===== config.mk =====
export PLATFORM = sky130hd
export DESIGN_NAME = resilient_stage_ctrl
export DESIGN_NICKNAME = d
export VERILOG_FILES = /design/src/rtl/resilient_stage_ctrl.sv
export SDC_FILE = /design/constraint.sdc
export NUM_CORES = 1
export LEC_CHECK = 0
export ABC_AREA = 1
export BUFFER_PORTS_ARGS = -buffer_cell sky130_fd_sc_hd__buf_2
export CORE_UTILIZATION = 35
export CTS_CLUSTER_SIZE = 25
export DETAILED_ROUTE_END_ITERATION = 16
export PLACE_DENSITY_LB_ADDON = 0.1
export SYNTH_ARGS = -nofsm -noshare
export SYNTH_HDL_FRONTEND = slang
export SYNTH_SLANG_ARGS = --single-unit

===== constraint.sdc =====
create_clock -name clk -period 2.34 [get_ports clk]
set_input_delay 0.234 -clock clk [delete_from_list [all_inputs] [get_ports clk]]
set_output_delay 0.234 -clock clk [all_outputs]
set_load 0.01 [all_outputs]

===== src/rtl/resilient_stage_ctrl.sv =====
// resilient_stage_ctrl: clocked sequencer for one timing-resilient pipeline stage.
// It captures a token from the left four-phase handshake and pulses goml to load the master latch.
// It times the nominal stage delay, opens the error-detect window, and reads the dual-rail error result.
// On a detected error it stretches the cycle by a recovery interval, then runs the right four-phase handshake.
module resilient_stage_ctrl #(
    parameter int unsigned DELAY_CYC = 4,
    parameter int unsigned EXT_CYC   = 2,
    parameter int unsigned CNT_W     = 8
) (
    input  logic             clk,
    input  logic             rst,
    input  logic             lreq,
    output logic             lack,
    output logic             rreq,
    input  logic             rack,
    input  logic             err1,
    input  logic             err0,
    output logic             re_en,
    output logic             goml,
    output logic [CNT_W-1:0] err_cnt,
    output logic             viol,
    output logic             busy
);

    // Both interval timers are at most 15 cycles, so a 4-bit down-counter covers them.
    localparam int unsigned TMR_W = 4;
    localparam logic [TMR_W-1:0] DLY_LOAD = TMR_W'(DELAY_CYC - 1);
    localparam logic [TMR_W-1:0] EXT_LOAD = TMR_W'(EXT_CYC - 1);
    localparam logic [CNT_W-1:0] CNT_MAX  = '1;

    // Reject parameter values outside their legal ranges when the design is elaborated.
    if (DELAY_CYC == 0 || DELAY_CYC > 15) begin : g_bad_delay
        $error("resilient_stage_ctrl: DELAY_CYC=%0d outside 1..15", DELAY_CYC);
    end
    if (EXT_CYC == 0 || EXT_CYC > 15) begin : g_bad_ext
        $error("resilient_stage_ctrl: EXT_CYC=%0d outside 1..15", EXT_CYC);
    end
    if (CNT_W == 0) begin : g_bad_cnt
        $error("resilient_stage_ctrl: CNT_W must be at least 1");
    end

    typedef enum logic [2:0] {
        S_IDLE    = 3'd0,
        S_CAPTURE = 3'd1,
        S_DELAY   = 3'd2,
        S_SAMPLE  = 3'd3,
        S_EXTEND  = 3'd4,
        S_REQ     = 3'd5,
        S_REQ_RTZ = 3'd6
    } state_t;

    state_t             r_state;
    logic [TMR_W-1:0]   r_tmr;
    logic               r_lack;
    logic               r_rreq;
    logic               r_re_en;
    logic               r_goml;
    logic               r_busy;
    logic [CNT_W-1:0]   r_err_cnt;
    logic               r_viol;

    logic               w_err_event;
    logic               w_dual_rail_bad;
    logic               w_stray_rack;

    // Error-side events: both rails set is illegal but is still treated as an error.
    assign w_err_event     = (r_state == S_SAMPLE) && err1;
    assign w_dual_rail_bad = (r_state == S_SAMPLE) && err1 && err0;
    // rack is only meaningful while the right handshake is in flight.
    assign w_stray_rack    = rack && (r_state != S_REQ) && (r_state != S_REQ_RTZ);

    // Stage sequencer: state, interval timer, and every handshake/strobe output registered together.
    always_ff @(posedge clk or negedge rst) begin
        if (!rst) begin
            r_state <= S_IDLE;
            r_tmr   <= '0;
            r_lack  <= 1'b0;
            r_rreq  <= 1'b0;
            r_re_en <= 1'b0;
            r_goml  <= 1'b0;
            r_busy  <= 1'b0;
        end else begin
            r_goml  <= 1'b0;
            r_re_en <= 1'b0;
            // The left return-to-zero is honoured in every state.
            if (!lreq) begin
                r_lack <= 1'b0;
            end
            case (r_state)
                S_IDLE: begin
                    // lack still high means the previous token has not seen lreq fall yet.
                    if (lreq && !r_lack) begin
                        r_state <= S_CAPTURE;
                        r_goml  <= 1'b1;
                        r_lack  <= 1'b1;
                        r_busy  <= 1'b1;
                        r_tmr   <= DLY_LOAD;
                    end
                end
                S_CAPTURE: begin
                    r_state <= S_DELAY;
                end
                S_DELAY: begin
                    if (r_tmr == '0) begin
                        r_state <= S_SAMPLE;
                        r_re_en <= 1'b1;
                    end else begin
                        r_tmr <= r_tmr - TMR_W'(1);
                    end
                end
                S_SAMPLE: begin
                    if (err1) begin
                        r_state <= S_EXTEND;
                        r_tmr   <= EXT_LOAD;
                    end else if (err0) begin
                        r_state <= S_REQ;
                        r_rreq  <= 1'b1;
                    end else begin
                        // Result not resolved yet: keep the window open.
                        r_re_en <= 1'b1;
                    end
                end
                S_EXTEND: begin
                    if (r_tmr == '0) begin
                        r_state <= S_REQ;
                        r_rreq  <= 1'b1;
                    end else begin
                        r_tmr <= r_tmr - TMR_W'(1);
                    end
                end
                S_REQ: begin
                    if (rack) begin
                        r_state <= S_REQ_RTZ;
                        r_rreq  <= 1'b0;
                    end
                end
                S_REQ_RTZ: begin
                    if (!rack) begin
                        r_state <= S_IDLE;
                        r_busy  <= 1'b0;
                    end
                end
                default: begin
                    r_state <= S_IDLE;
                    r_rreq  <= 1'b0;
                    r_busy  <= 1'b0;
                end
            endcase
        end
    end

    // Saturating error counter and sticky protocol-violation flag.
    always_ff @(posedge clk or negedge rst) begin
        if (!rst) begin
            r_err_cnt <= '0;
            r_viol    <= 1'b0;
        end else begin
            if (w_err_event && (r_err_cnt != CNT_MAX)) begin
                r_err_cnt <= r_err_cnt + CNT_W'(1);
            end
            if (w_dual_rail_bad || w_stray_rack) begin
                r_viol <= 1'b1;
            end
        end
    end

    assign lack    = r_lack;
    assign rreq    = r_rreq;
    assign re_en   = r_re_en;
    assign goml    = r_goml;
    assign busy    = r_busy;
    assign err_cnt = r_err_cnt;
    assign viol    = r_viol;

endmodule


; ---- After elaboration in Yosys (flattened, before gate mapping)
; Cells that the tools add are included.
[totals]
output_inout_bits = 14
ff_bits = 21
in_bits = 6
wordCells = 79
[op_classes]
addsub = 2
bitwise = 2
reduce_logical = 18
muxes = 29
n_eq_ne = 19
[op_table]
columns = op, count
row1 = 3-bit two-way mux, 7
row2 = 3-bit one-hot mux with 7 select lines, 1
row3 = 2-bit inequality test (second input constant), 9
row4 = 1-bit two-way mux, 14
row5 = 4-bit two-way mux, 3
row6 = 4-bit one-hot mux with 3 select lines, 1
row7 = 3-bit == test (second input constant), 3
row8 = 3-bit inequality test (second input constant), 3
row9 = 8-bit by 1-bit adder with 8-bit output (second input constant), 1
row10 = 8-bit inequality test (second input constant), 1
row11 = 3-bit by 2-bit == test with 1-bit output (second input constant), 2
row12 = 1-bit logical AND, 6
row13 = 6-bit AND reduction, 1
row14 = 5-bit AND reduction, 1
row15 = 5-bit OR reduction, 1
row16 = 4-bit logical NOT, 1
row17 = 1-bit one-hot mux with 4 select lines, 1
row18 = 4-bit AND reduction, 1
row19 = 4-bit OR reduction, 1
row20 = 4-bit by 1-bit subtractor with 4-bit output (second input constant), 1
row21 = 3-bit by 1-bit == test with 1-bit output (second input constant), 1
row22 = 3-bit logical NOT, 1
row23 = 1-bit one-hot mux with 3 select lines, 1
row24 = 3-bit AND reduction, 1
row25 = 6 further kinds, 7

; ---- Longest topological paths before layout
; Gate-level depths: netlist (run 1).
[logic_depth]
depth_word = 4
ltp_mapped = 9
depth_no_buf = 9

; ---- Least setup slack after synthesis (run 1)
; No wires, ideal clock.
[synth_path]
kind = register to register
startpoint = reg r_err_cnt[0] (netlist: err_cnt[0])
endpoint = reg r_err_cnt[5] (netlist: err_cnt[5])
period_less_slack_ns = 1.305
t_required_ns = 2.223
arrival_time_ns = 1.188
n_path_buf = 0
path_stages_with_launch = 10
setup_time_ns = 0.117
setup_slack_ns = 1.035
cell_sequence = dfrtp_1 -> ha_1 -> nand3_1 -> nor2_1 -> nand2_1 -> nand2_4 -> inv_2 -> nand2_1 -> nand2_1 -> nand2_1
[synth_between]
elab_chain_len = 2
word_cells_on_any_way = 3
cone_classes = 1 x add/sub / 1 x eq/ne / 1 x reduce/logical
[synth_rtl]
columns = element, line_no
row1 = "start, declared", 59  ; logic [CNT_W-1:0] r_err_cnt;
row2 = "start signal, assigned", 159  ; r_err_cnt <= r_err_cnt + CNT_W'(1);
row3 = "parallel branches: the longest is 2 deep, another holds 8-bit by 1-bit adder with 8-bit output", --
; Parallel ways; which one is timed is not known.
; A chain may end at the register's enable or synchronous reset.

; ---- Final worst setup path (run 1)
[layout_path]
startpoint = reg r_state[2]
endpoint = reg r_err_cnt[5] (netlist: err_cnt[5])
[layout_between]
elab_chain_len = 3
[layout_rtl]
columns = element, line_no
row1 = "start, declared", 52  ; state_t r_state;
row2 = "start signal, assigned", 75  ; r_state <= S_IDLE;
row3 = "start signal, assigned", 93  ; r_state <= S_CAPTURE;
row4 = "start signal, assigned", 101  ; r_state <= S_DELAY;
row5 = 3-bit by 2-bit == test with 1-bit output, 67  ; assign w_err_event = (r_state == S_SAMPLE) && err1;
row6 = 1-bit logical AND, 67
row7 = 1-bit logical AND, 158  ; if (w_err_event && (r_err_cnt != CNT_MAX)) begin
; Every way passes these cells.

==> impl_results.md, run 1 <==
- Status: finished, final reports clean
- Clk_skew: 0.00612 ns
- Slowest cell on crit path: dfrtp_1
- Warnings, synthesis: 0
- Core region area: 3470 um2
- Final setup TNS: 0 ns
- Pin count of the biggest net entering global routing: 22
- Clock Latency Late Sink: 0.27 ns
- Top cell type's share of synthesized area: 40.1%
- Largest delay share family, worst path: simple AND/OR/NAND/NOR gates
- Period utilisation layout: 63.2%
- Most used cell, CP: nand2_1
- Most frequent cells in the layout: nand2_1, nand3_1, dfrtp_1
- Minimum clock period: 1.48 ns
- Crit path max fanout: 10
- Routed Wire Length: 2.73 mm
- Synth Area in Compound Gates: 5.06%
- Maxcap violations: 0
- Ys flop type: dfrtp_1
- Die Area: 4000 um2
- Mux share of post-synthesis cell area: 0%
- Drt drc: 0
- Post-synthesis simple-gate area fraction: 40.5%
- Root Driver: clkbuf_8
- Maximum VDD drop: 0.427 mV
- CP endpoint kind: register
- DIE HEIGHT: 63.2 um
- EDFF count, synth: 0
- Cells after synthesis: 179
- WP data required: 2.50 ns
- Crit path arrival time: 1.64 ns
- WP buf/inv: 2
- Commonest non-fill, non-tap cell in the layout: nand2_1
- Asr flop ratio synth: 100%
- Fin. Hold Viols: 0
- WL/cell: 11.1 um
- CTS tree: built
- Number of vias per cell: 4.71
- Final nets: 211
- Xor/xnor share of the synthesized area: 4.01%
- Post-CTS Setup Bufs: 0
- FMAX: 0.676 GHz
- Row cnt: 21
- ANT cells: 0
- Setup slack after layout: 0.861 ns
- Final total power: 1.80 mW
- Sink Count: 21
- Post-synthesis adder-cell area fraction: 2.86%
- Critical Path Start Type: register
- Mapped Area: 1310 um2
- Drt pass-1 iters: 4
- Sequential-to-total area share from yosys stat: 40.1%
- Max-slew violation total from the final report: 0
- Initial Utilization: 37.8%
- RSZ-0062 raised after global routing: no
- First-pass GRT wire length: 4.93 mm
- Power density cells: 1200 nW/um2
- Top-Level Pins: 20
- Die X-Extent: 63.2 um
- Yosys top cell by area: dfrtp_1
- 1st-iter DRT viols: 98
- Slew at the pin closest to its max-slew limit: 0.476 ns
- Global Route Usage Sum: 15.6%
- Critical path class: register to register
- Total CTS buffers: 3
- Mapped Nets: 188
- Largest family of logic cells by synthesized area: simple AND/OR/NAND/NOR gates
- Routability cong.: 0.964
- Syn avg cell area: 7.33 um2
- Fillcell total: 378
- Distinct cells, synth: 28
- Layout Utilization: 43.4%
- Synth area leaders: dfrtp_1, nand2_1, nand3_1
- Buffers on Ports: 19
- Number of synthesized register bits: 21
- Hold Crit Class: primary input to register
- Leakage: 0.815 nW
- Vias: 1163
- Initial antenna violation count: 0
- Grt ovf: 0
- Routed Antenna Nets: 0
- Final Setup Violations: 0
- Clock Path Buffers: 2
- DP HPWL: 2.06 mm
- CTS clk-pin slew, worst paths: 0.09 ns
- Instance area at placement: 1450 um2
- H-tree levels: 1
- Vias in the first global route: 1122
- Syn-to-layout area delta: 14.7%
- Fraction of layout cells with a size suffix above 1: 18.9%
- Headroom to the max-slew limit: 68.3%
- Crit-path max cell delay: 0.51 ns
- Finished Cell Area: 1500 um2
- Setup WS pre-CTS: 0.891 ns
- Crit-path cells: inv_2 -> nand3_4 -> nor2_4 -> nand2_4 -> inv_2 -> nand2_1 -> nand2_1 -> nand2_1
==> timing repair <==
action | 4_1_cts | 5_1_grt
resized for setup | 0 | 0
endpoints found under the hold margin | 21 | 0
endpoints found under the setup margin | 0 | 0
hold buffers | 1 | 0
==> metal layers <==
layer,share of wire (%),global-route usage (%),up-vias
met4,1.6,5.11,0
met3,5.3,2.90,5
met5,0,0,-
met1,50,21.3,518
li1,-,-,603
met2,43,24.7,37
==> synth_stat cells, types with 2 or more instances <==
| master | count |
|---|---|
| xnor2_1 | 5 |
| o21ai_0 | 2 |
| inv_2 | 4 |
| dfrtp_1 | 21 |
| inv_1 | 17 |
| nand3_1 | 23 |
| nand4_1 | 2 |
| ha_1 | 3 |
| nor2_1 | 19 |
| a21boi_0 | 2 |
| nand2_4 | 2 |
| nand2_1 | 61 |
| nor2_2 | 2 |
| nand3_2 | 2 |
==> metrics by stage <==
stage               cells  hold WS (ns)
floorplan             179       -0.0616
global placement      242         0.223
detailed placement    242         0.224
CTS                   247         0.183
global route          247         0.207
finish                247         0.184
==> report_power, final <==
part	internal [mW]	switching [mW]	leakage [nW]
Sequential	0.487	0.157	0.264
Clock	0.119	0.130	0.0255
Combinational	0.338	0.572	0.525
Total	0.944	0.859	0.815
==> cells by family (layout without fill, tap and decap cells) <==
| family | Yosys count | count (layout) |
|---|---|---|
| AOI/OAI and AO/OA | 9 | 9 |
| xor gates and xnor gates | 6 | 6 |
| adders and majority gates | 3 | 3 |
| buffers and inverters | 24 | 46 |
| DFF | 21 | 21 |
| and+or+nand+nor | 116 | 116 |
==> worst register-to-register path, stage by stage (launching register included) <==
cell and delay, ns:
dfrtp_1 0.51, inv_2 0.17, nand3_4 0.12, nor2_4 0.18, nand2_4 0.11, inv_2 0.12
nand2_1 0.06, nand2_1 0.05, nand2_1 0.05
==> state kept, by name (all words and copies together) (netlist names) <==
register and flops:
goml 1, viol 1, rreq 1, busy 1
err_cnt 8, r_tmr 4, r_state 3, lack 1
re_en 1
==> cell type report <==
type | count | area (um2) | share of cell area [%]
clock buffers | 3 | 41.3 | 2.75
well taps | 46 | 57.6 | 3.83
inverters | 22 | 82.6 | 5.49
clock inverters | 1 | 5.00 | 0.333
multi-input cells | 134 | 687 | 45.7
repair buffers | 20 | 105 | 6.99
flip-flops and latches | 21 | 526 | 34.9
==> final timing paths <==
| path | startpoint | slack [ns] | cells after the start | endpoint |
|---|---|---|---|---|
| min in group asynchronous | rst | 0.46 | 2 | busy |
| worst max register to register | r_state[2] | 0.86 | 8 | err_cnt[5] |
| worst min register to register | viol | 0.46 | 2 | viol |
| max in group asynchronous | rst | 1.55 | 2 | err_cnt[2] |
| worst min-delay path | err0 | 0.18 | 3 | viol |
| worst max-delay path | r_state[2] | 0.86 | 8 | err_cnt[5] |
Note: power is estimated with default switching activity, not from simulation.
==> run 2: changes to the inputs <==
Settings changed: ABC_AREA 1 to 0.
Clock period 2.34 ns to 1.6 ns, I/O delays scaled along.
==> impl_results.md, run 2 <==
- Reg2reg path depth: 6 (was 8)
- Period utilisation layout: 101% (was 63.2%)
- Number of vias per cell: 4.93 (was 4.71)
- Clock Latency Late Sink: 0.30 ns (was 0.27 ns)
- Root Driver: clkbuf_4 (was clkbuf_8)
- Max-slew violation total from the final report: 0 (unchanged)
- Crit path max fanout: 3 (was 10)
- H-tree levels: 1 (unchanged)
- Finished Cell Area: 1510 um2 (was 1500 um2)
- Drt drc: 0 (unchanged)
- RSZ-0062 raised after global routing: yes (was no)
- 1st-iter DRT viols: 61 (was 98)
- CP endpoint kind: register (unchanged)
- Layout Utilization: 48.4% (was 43.4%)
- DIE HEIGHT: 60.3 um (was 63.2 um)
- Routed Wire Length: 2.55 mm (was 2.73 mm)
- Vias in the first global route: 942 (was 1122)
- Worst path depth: 6 (was 8)
- CTS tree: built (unchanged)
- Headroom to the max-slew limit: 66.4% (was 68.3%)
- Top cell type's share of synthesized area: 44.1% (was 40.1%)
- Top-Level Pins: 20 (unchanged)
- FMAX: 0.619 GHz (was 0.676 GHz)
- WL/cell: 12.5 um (was 11.1 um)
- Drt pass-1 iters: 4 (unchanged)
- Power share of the combinational group: 55.5% (was 50.5%)
- Asr flop ratio synth: 100% (unchanged)
- Vias: 1005 (was 1163)
- Commonest non-fill, non-tap cell in the layout: dfrtp_1 (was nand2_1)
- Most frequent cells in the layout: dfrtp_1, buf_2, buf_4 (was nand2_1, nand3_1, dfrtp_1)
- Initial Utilization: 38.1% (was 37.8%)
- Mapped Area: 1190 um2 (was 1310 um2)
- Final total power: 2.57 mW (was 1.80 mW)
- Sequential-to-total area share from yosys stat: 44.1% (was 40.1%)
- Hold Crit Class: primary input to register (unchanged)
- Warnings, synthesis: 0 (unchanged)
- Largest delay share family, worst path: simple AND/OR/NAND/NOR gates (unchanged)
- Crit-path max cell delay: 0.42 ns (was 0.51 ns)
- WP data required: 1.80 ns (was 2.50 ns)
- Slowest cell on crit path: dfrtp_1 (unchanged)
- Final nets: 170 (was 211)
- Sink Count: 21 (unchanged)
- Final setup TNS: -0.0157 ns (was 0 ns)
- Clock Path Buffers: 2 (unchanged)
- Top-count cell post-synth: dfrtp_1 (was nand2_1)
- Switching power: 1.07 mW (was 859 uW)
- Grt ovf: 0 (unchanged)
- Fraction of layout cells with a size suffix above 1: 34.4% (was 18.9%)
- Maximum VDD drop: 0.694 mV (was 0.427 mV)
- Final Setup Violations: 1 (was 0)
- CTS clk-pin slew, worst paths: 0.12 ns (was 0.09 ns)
- EDFF count, synth: 0 (unchanged)
- Register share of total power: 34.2% (was 35.7%)
- Distinct cells, synth: 37 (was 28)
- Instance area at placement: 1430 um2 (was 1450 um2)
- Cells after synthesis: 127 (was 179)
- Worst r2r dst: r_tmr[1] (was err_cnt[5])
- Slew at the pin closest to its max-slew limit: 0.504 ns (was 0.476 ns)
- Worst setup path startpoint: r_tmr[1] (was r_state[2])
- R2R setup slack: -0.02 ns (was 0.86 ns)
- Switching share of power: 41.7% (was 47.6%)
- Fin. Hold Viols: 0 (unchanged)
- P_int: 1.50 mW (was 944 uW)
- Crit-path cells: inv_2 -> ha_1 -> or3b_4 -> nor3_4 -> a21oi_2 -> mux2_4 (was inv_2 -> nand3_4 -> nor2_4 -> nand2_4 -> inv_2 -> nand2_1 -> nand2_1 -> nand2_1)
- Worst Setup EP: r_tmr[1] (was err_cnt[5])
- Yosys top cell by area: dfrtp_1 (unchanged)
- Synth cell count leaders: dfrtp_1, nand2_1, nor2_1 (was nand2_1, nand3_1, dfrtp_1)
- Routability cong.: 0.819 (was 0.964)
- Syn avg cell area: 9.38 um2 (was 7.33 um2)
- R2R Path Start: r_tmr[1] (was r_state[2])
- Number of synthesized register bits: 21 (unchanged)
- Row cnt: 20 (was 21)
- First-pass GRT wire length: 4.15 mm (was 4.93 mm)
- Die X-Extent: 60.3 um (was 63.2 um)
- Power density cells: 1700 nW/um2 (was 1200 nW/um2)
- Core region area: 3130 um2 (was 3470 um2)
- Leakage: 0.704 nW (was 0.815 nW)
- Routed Antenna Nets: 0 (unchanged)
- Crit path arrival time: 1.81 ns (was 1.64 ns)
- Minimum clock period: 1.62 ns (was 1.48 ns)
- Ys flop type: dfrtp_1 (unchanged)
- WP buf/inv: 1 (was 2)
- Max reg flops: 8 (unchanged)
- Mapped Nets: 136 (was 188)
- Fillcell total: 302 (was 378)
- Maxcap violations: 0 (unchanged)
- Post-CTS Setup Bufs: 0 (unchanged)
- Clk_skew: 0.00681 ns (was 0.00612 ns)
- Pin count of the biggest net entering global routing: 22 (unchanged)
- Global Route Usage Sum: 15.6% (about the same)
- Status: finished, violations left (was finished, final reports clean)
- Total CTS buffers: 3 (unchanged)
- Buffers on Ports: 19 (unchanged)
- Die Area: 3640 um2 (was 4000 um2)
- Critical Path Start Type: register (unchanged)
- Clock power frac: 10.3% (was 13.8%)
- Critical path class: register to register (unchanged)
- Initial antenna violation count: 0 (unchanged)
- ANT cells: 0 (unchanged)
- Syn-to-layout area delta: 27.1% (was 14.7%)
- Failing checks: negative setup slack
- Synth area leaders: dfrtp_1, a21oi_1, nand2_1 (was dfrtp_1, nand2_1, nand3_1)
- DP HPWL: 1.89 mm (was 2.06 mm)
- Setup slack after layout: -0.0157 ns (was 0.861 ns)
run 2: worst min-delay path by stage:
stage,start,endpoint,slack [ns],depth (start not counted)
2_1_floorplan,rst,busy,-0.14,0
3_3_place_gp,rst,err_cnt[4],0.16,1
3_5_place_dp,rst,err_cnt[4],0.17,1
4_1_cts,lreq,lack,0.06,2
5_1_grt,lreq,lack,0.05,2
6_report,lreq,lack,0.07,2
run 2: cell families (layout without fill, tap and decap cells):
kind of cell | after synthesis | in the layout | synth area share, %
multiplexers | 4 | 4 | 3.68
XOR/XNOR | 7 | 7 | 5.15
AND/OR/NAND/NOR | 50 | 50 | 23.3
adder cells (fa/ha/maj) | 3 | 3 | 3.15
AO/OA/AOI/OAI | 27 | 27 | 14.4
flip-flops | 21 | 21 | 44.1
buffers and inverters | 15 | 48 | 6.20
run 2: cell type report:
class / instances / area, um2 / share of cell area (%)
clock buffer: 4 / 26.3 / 1.74
inverter: 7 / 26.3 / 1.74
multi-input combinational: 91 / 643 / 42.5
sequential: 21 / 527 / 34.8
tap: 44 / 55.1 / 3.64
timing repair buffer: 37 / 236 / 15.6
run 2: per-layer routing:
layer / wire length (um) / share of wire (%) / GRT usage (%)
met5: 0 / 0 / 0
met4: 21 / 0.82 / 6.98
met3: 101 / 4.0 / 2.77
met2: 1210 / 47 / 24.6
met1: 1220 / 48 / 20.9
run 2: worst reg2reg max path, delay by kind of cell, from the launching register on:
kind,cells,cell delay [ns]
and+or+nand+nor,2,0.53
DFF,1,0.42
muxes,1,0.32
adders and majority gates,1,0.12
AOI/OAI and AO/OA,1,0.07
buffers and inverters,1,0.06
run 2: power groups by stage:
stage	Clock (mW)	Combinational [mW]	Sequential [mW]
after floorplan	0	0.852	0.881
after global placement	0	1.28	0.878
after detailed placement	0	1.30	0.880
after CTS	0.280	1.32	0.872
after global routing	0.301	1.59	0.907
final	0.264	1.43	0.880
run 2: metrics by stage:
step / hold slack [ns] / cells / setup slack (ns)
after floorplan: -0.136 / 127 / -0.0575
after global placement: 0.156 / 199 / 0.00531
after detailed placement: 0.171 / 199 / -0.0527
after CTS: 0.0562 / 204 / -0.0488
after global routing: 0.0541 / 204 / -0.0836
final: 0.0659 / 204 / -0.0157
run 2: repair_timing:
item,4_1_cts,5_1_grt
endpoints found under the hold margin,21,0
hold buffers,1,0
pin swaps,1,3
resized for setup,4,8
setup endpoints to repair,5,7
==> run 3: changes to the inputs <==
Settings changed: RECOVER_POWER set to 25.
==> impl_results.md, run 3 (synthesized netlist as in run 2, its figures left out) <==
- Leakage: 0.704 nW (about the same)
- DIE HEIGHT: 60.3 um (unchanged)
- Fraction of layout cells with a size suffix above 1: 34.4% (unchanged)
- Period utilisation layout: 101% (about the same)
- Die X-Extent: 60.3 um (unchanged)
- Switching power: 1.08 mW (was 1.07 mW)
- Finished Cell Area: 1510 um2 (unchanged)
- Routability cong.: 0.819 (unchanged)
- 1st-iter DRT viols: 61 (unchanged)
- Switching share of power: 41.8% (was 41.7%)
- Hold Crit Class: primary input to register (unchanged)
- Register share of total power: 34.2% (about the same)
- Core region area: 3130 um2 (unchanged)
- Commonest non-fill, non-tap cell in the layout: dfrtp_1 (unchanged)
- Power share of the combinational group: 55.6% (was 55.5%)
- Drt pass-1 iters: 4 (unchanged)
- Crit path arrival time: 1.82 ns (was 1.81 ns)
- Worst Hold Slack: 0.0659 ns (about the same)
- Vias: 1003 (was 1005)
- Max reg flops: 8 (unchanged)
- Maxcap violations: 0 (unchanged)
- Power density cells: 1700 nW/um2 (about the same)
- Final setup TNS: -0.0195 ns (was -0.0157 ns)
- Setup slack after layout: -0.0195 ns (was -0.0157 ns)
- FMAX: 0.617 GHz (was 0.619 GHz)
- Root Driver: clkbuf_4 (unchanged)
- Minimum clock period: 1.62 ns (about the same)
- Status: finished, violations left (unchanged)
- Grt ovf: 0 (unchanged)
- Final nets: 170 (unchanged)
- Routed Wire Length: 2.56 mm (was 2.55 mm)
- Global Route Usage Sum: 15.6% (unchanged)
- First-pass GRT wire length: 4.15 mm (unchanged)
- Vias in the first global route: 942 (unchanged)
- Initial Utilization: 38.1% (unchanged)
- Slew at the pin closest to its max-slew limit: 0.561 ns (was 0.504 ns)
- Crit path max fanout: 3 (unchanged)
- Critical Path Start Type: register (unchanged)
- WP data required: 1.80 ns (about the same)
- Critical path class: register to register (unchanged)
- Drt drc: 0 (unchanged)
- CTS clk-pin slew, worst paths: 0.12 ns (about the same)
- Pin count of the biggest net entering global routing: 22 (unchanged)
- Syn-to-layout area delta: 27.1% (unchanged)
- H-tree levels: 1 (unchanged)
- Instance area at placement: 1430 um2 (unchanged)
- Routed Antenna Nets: 0 (unchanged)
- Top-Level Pins: 20 (unchanged)
- R2R Path Start: r_tmr[1] (unchanged)
- CTS tree: built (unchanged)
- Sink Count: 21 (unchanged)
- Most frequent cells in the layout: dfrtp_1, buf_2, buf_4 (unchanged)
- Reg2reg path depth: 6 (unchanged)
- Post-CTS Setup Bufs: 0 (unchanged)
- Failing checks: negative setup slack (unchanged)
- Final Setup Violations: 1 (unchanged)
- Setup WS pre-CTS: -0.0527 ns (unchanged)
- Die Area: 3640 um2 (unchanged)
- Total CTS buffers: 3 (unchanged)
- Clock power frac: 10.3% (about the same)
- Max-slew violation total from the final report: 0 (unchanged)
- Area of the multi-input gates: 643 um2 (unchanged)
- Hold_sp: lreq (unchanged)
- Row cnt: 20 (unchanged)
- CP endpoint kind: register (unchanged)
- R2R setup slack: -0.02 ns (about the same)
- Register area: 527 um2 (unchanged)
- Headroom to the max-slew limit: 62.6% (was 66.4%)
- Clock Path Buffers: 2 (unchanged)
- Number of vias per cell: 4.92 (was 4.93)
- WL/cell: 12.5 um (about the same)
- ANT cells: 0 (unchanged)
- Hold depth: 2 (unchanged)
- Fillcell total: 302 (unchanged)
- Clock Latency Late Sink: 0.30 ns (about the same)
- Maximum VDD drop: 0.698 mV (was 0.694 mV)
- Worst Hold Path EP: lack (unchanged)
- Final total power: 2.58 mW (was 2.57 mW)
- RSZ-0062 raised after global routing: yes (unchanged)
- P_int: 1.50 mW (about the same)
- Fin. Hold Viols: 0 (unchanged)
- DP HPWL: 1.89 mm (unchanged)
- Initial antenna violation count: 0 (unchanged)
- Clk_skew: 0.00682 ns (was 0.00681 ns)
- Worst r2r dst: r_tmr[1] (unchanged)
- Buffers on Ports: 19 (unchanged)
==> run 3: changes by cell type in the layout (fill, tap and decap cells not counted), sizes merged <==
cell	before	now
buf	36	35
clkbuf	4	5
==> run 3: stage by stage <==
| step | std cells | util [%] |
|---|---|---|
| after detailed placement | 199 | 45.8 |
| after global routing | 204 | 48.4 |
| final | 204 | 48.4 |
| after CTS | 204 | 47.2 |
| after floorplan | 127 | - |
| after global placement | 199 | 45.8 |
==> run 3: how the worst max path moves through the flow <==
| stage | startpoint | to | slack, ns |
|---|---|---|---|
| final | r_tmr[1] | r_tmr[1] | -0.02 |
| after global routing | r_tmr[1] | r_tmr[1] | -0.08 |
| after CTS | r_tmr[1] | r_tmr[1] | -0.05 |
| after detailed placement | r_tmr[1] | r_tmr[1] | -0.05 |
| after global placement | r_tmr[0] | r_tmr[1] | 0.005 |
| after floorplan | r_tmr[0] | r_tmr[1] | -0.06 |
==> run 3: layer usage <==
metal / up-vias / global-route usage (%) / part of all wire (%)
li1: 502 / - / -
met5: - / 0 / 0
met2: 22 / 24.6 / 47
met4: 0 / 6.98 / 0.82
met1: 477 / 20.9 / 48
met3: 2 / 2.77 / 4.3
==> run 3: layout make-up <==
type	count	share of cell area [%]
multi-input combinational	91	42.5
sequential	21	34.8
timing repair buffer	37	15.6
tap	44	3.64
clock buffer	4	1.74
inverter	7	1.74
==> run 3: worst max-delay path, stage by stage, from the launching register on <==
cell and delay [ns]:
dfrtp_1 0.42, inv_2 0.06, ha_1 0.12, or3b_4 0.40
nor3_4 0.13, a21oi_2 0.07, mux2_4 0.32
==> run 3: power by group through the flow <==
stage,combinational [mW],clock [mW],sequential [mW]
6_report,1.43,0.264,0.880
5_1_grt,1.59,0.301,0.907
4_1_cts,1.32,0.280,0.872
3_5_place_dp,1.30,0,0.880
3_3_place_gp,1.28,0,0.878
2_1_floorplan,0.852,0,0.881
==> run 3: repair_timing <==
action,in CTS,in global routing
setup endpoints to repair,5,7
gates cloned,0,0
pin swaps,1,3
gates resized for setup,4,8
endpoints found under the hold margin,21,0
hold buffers,1,0
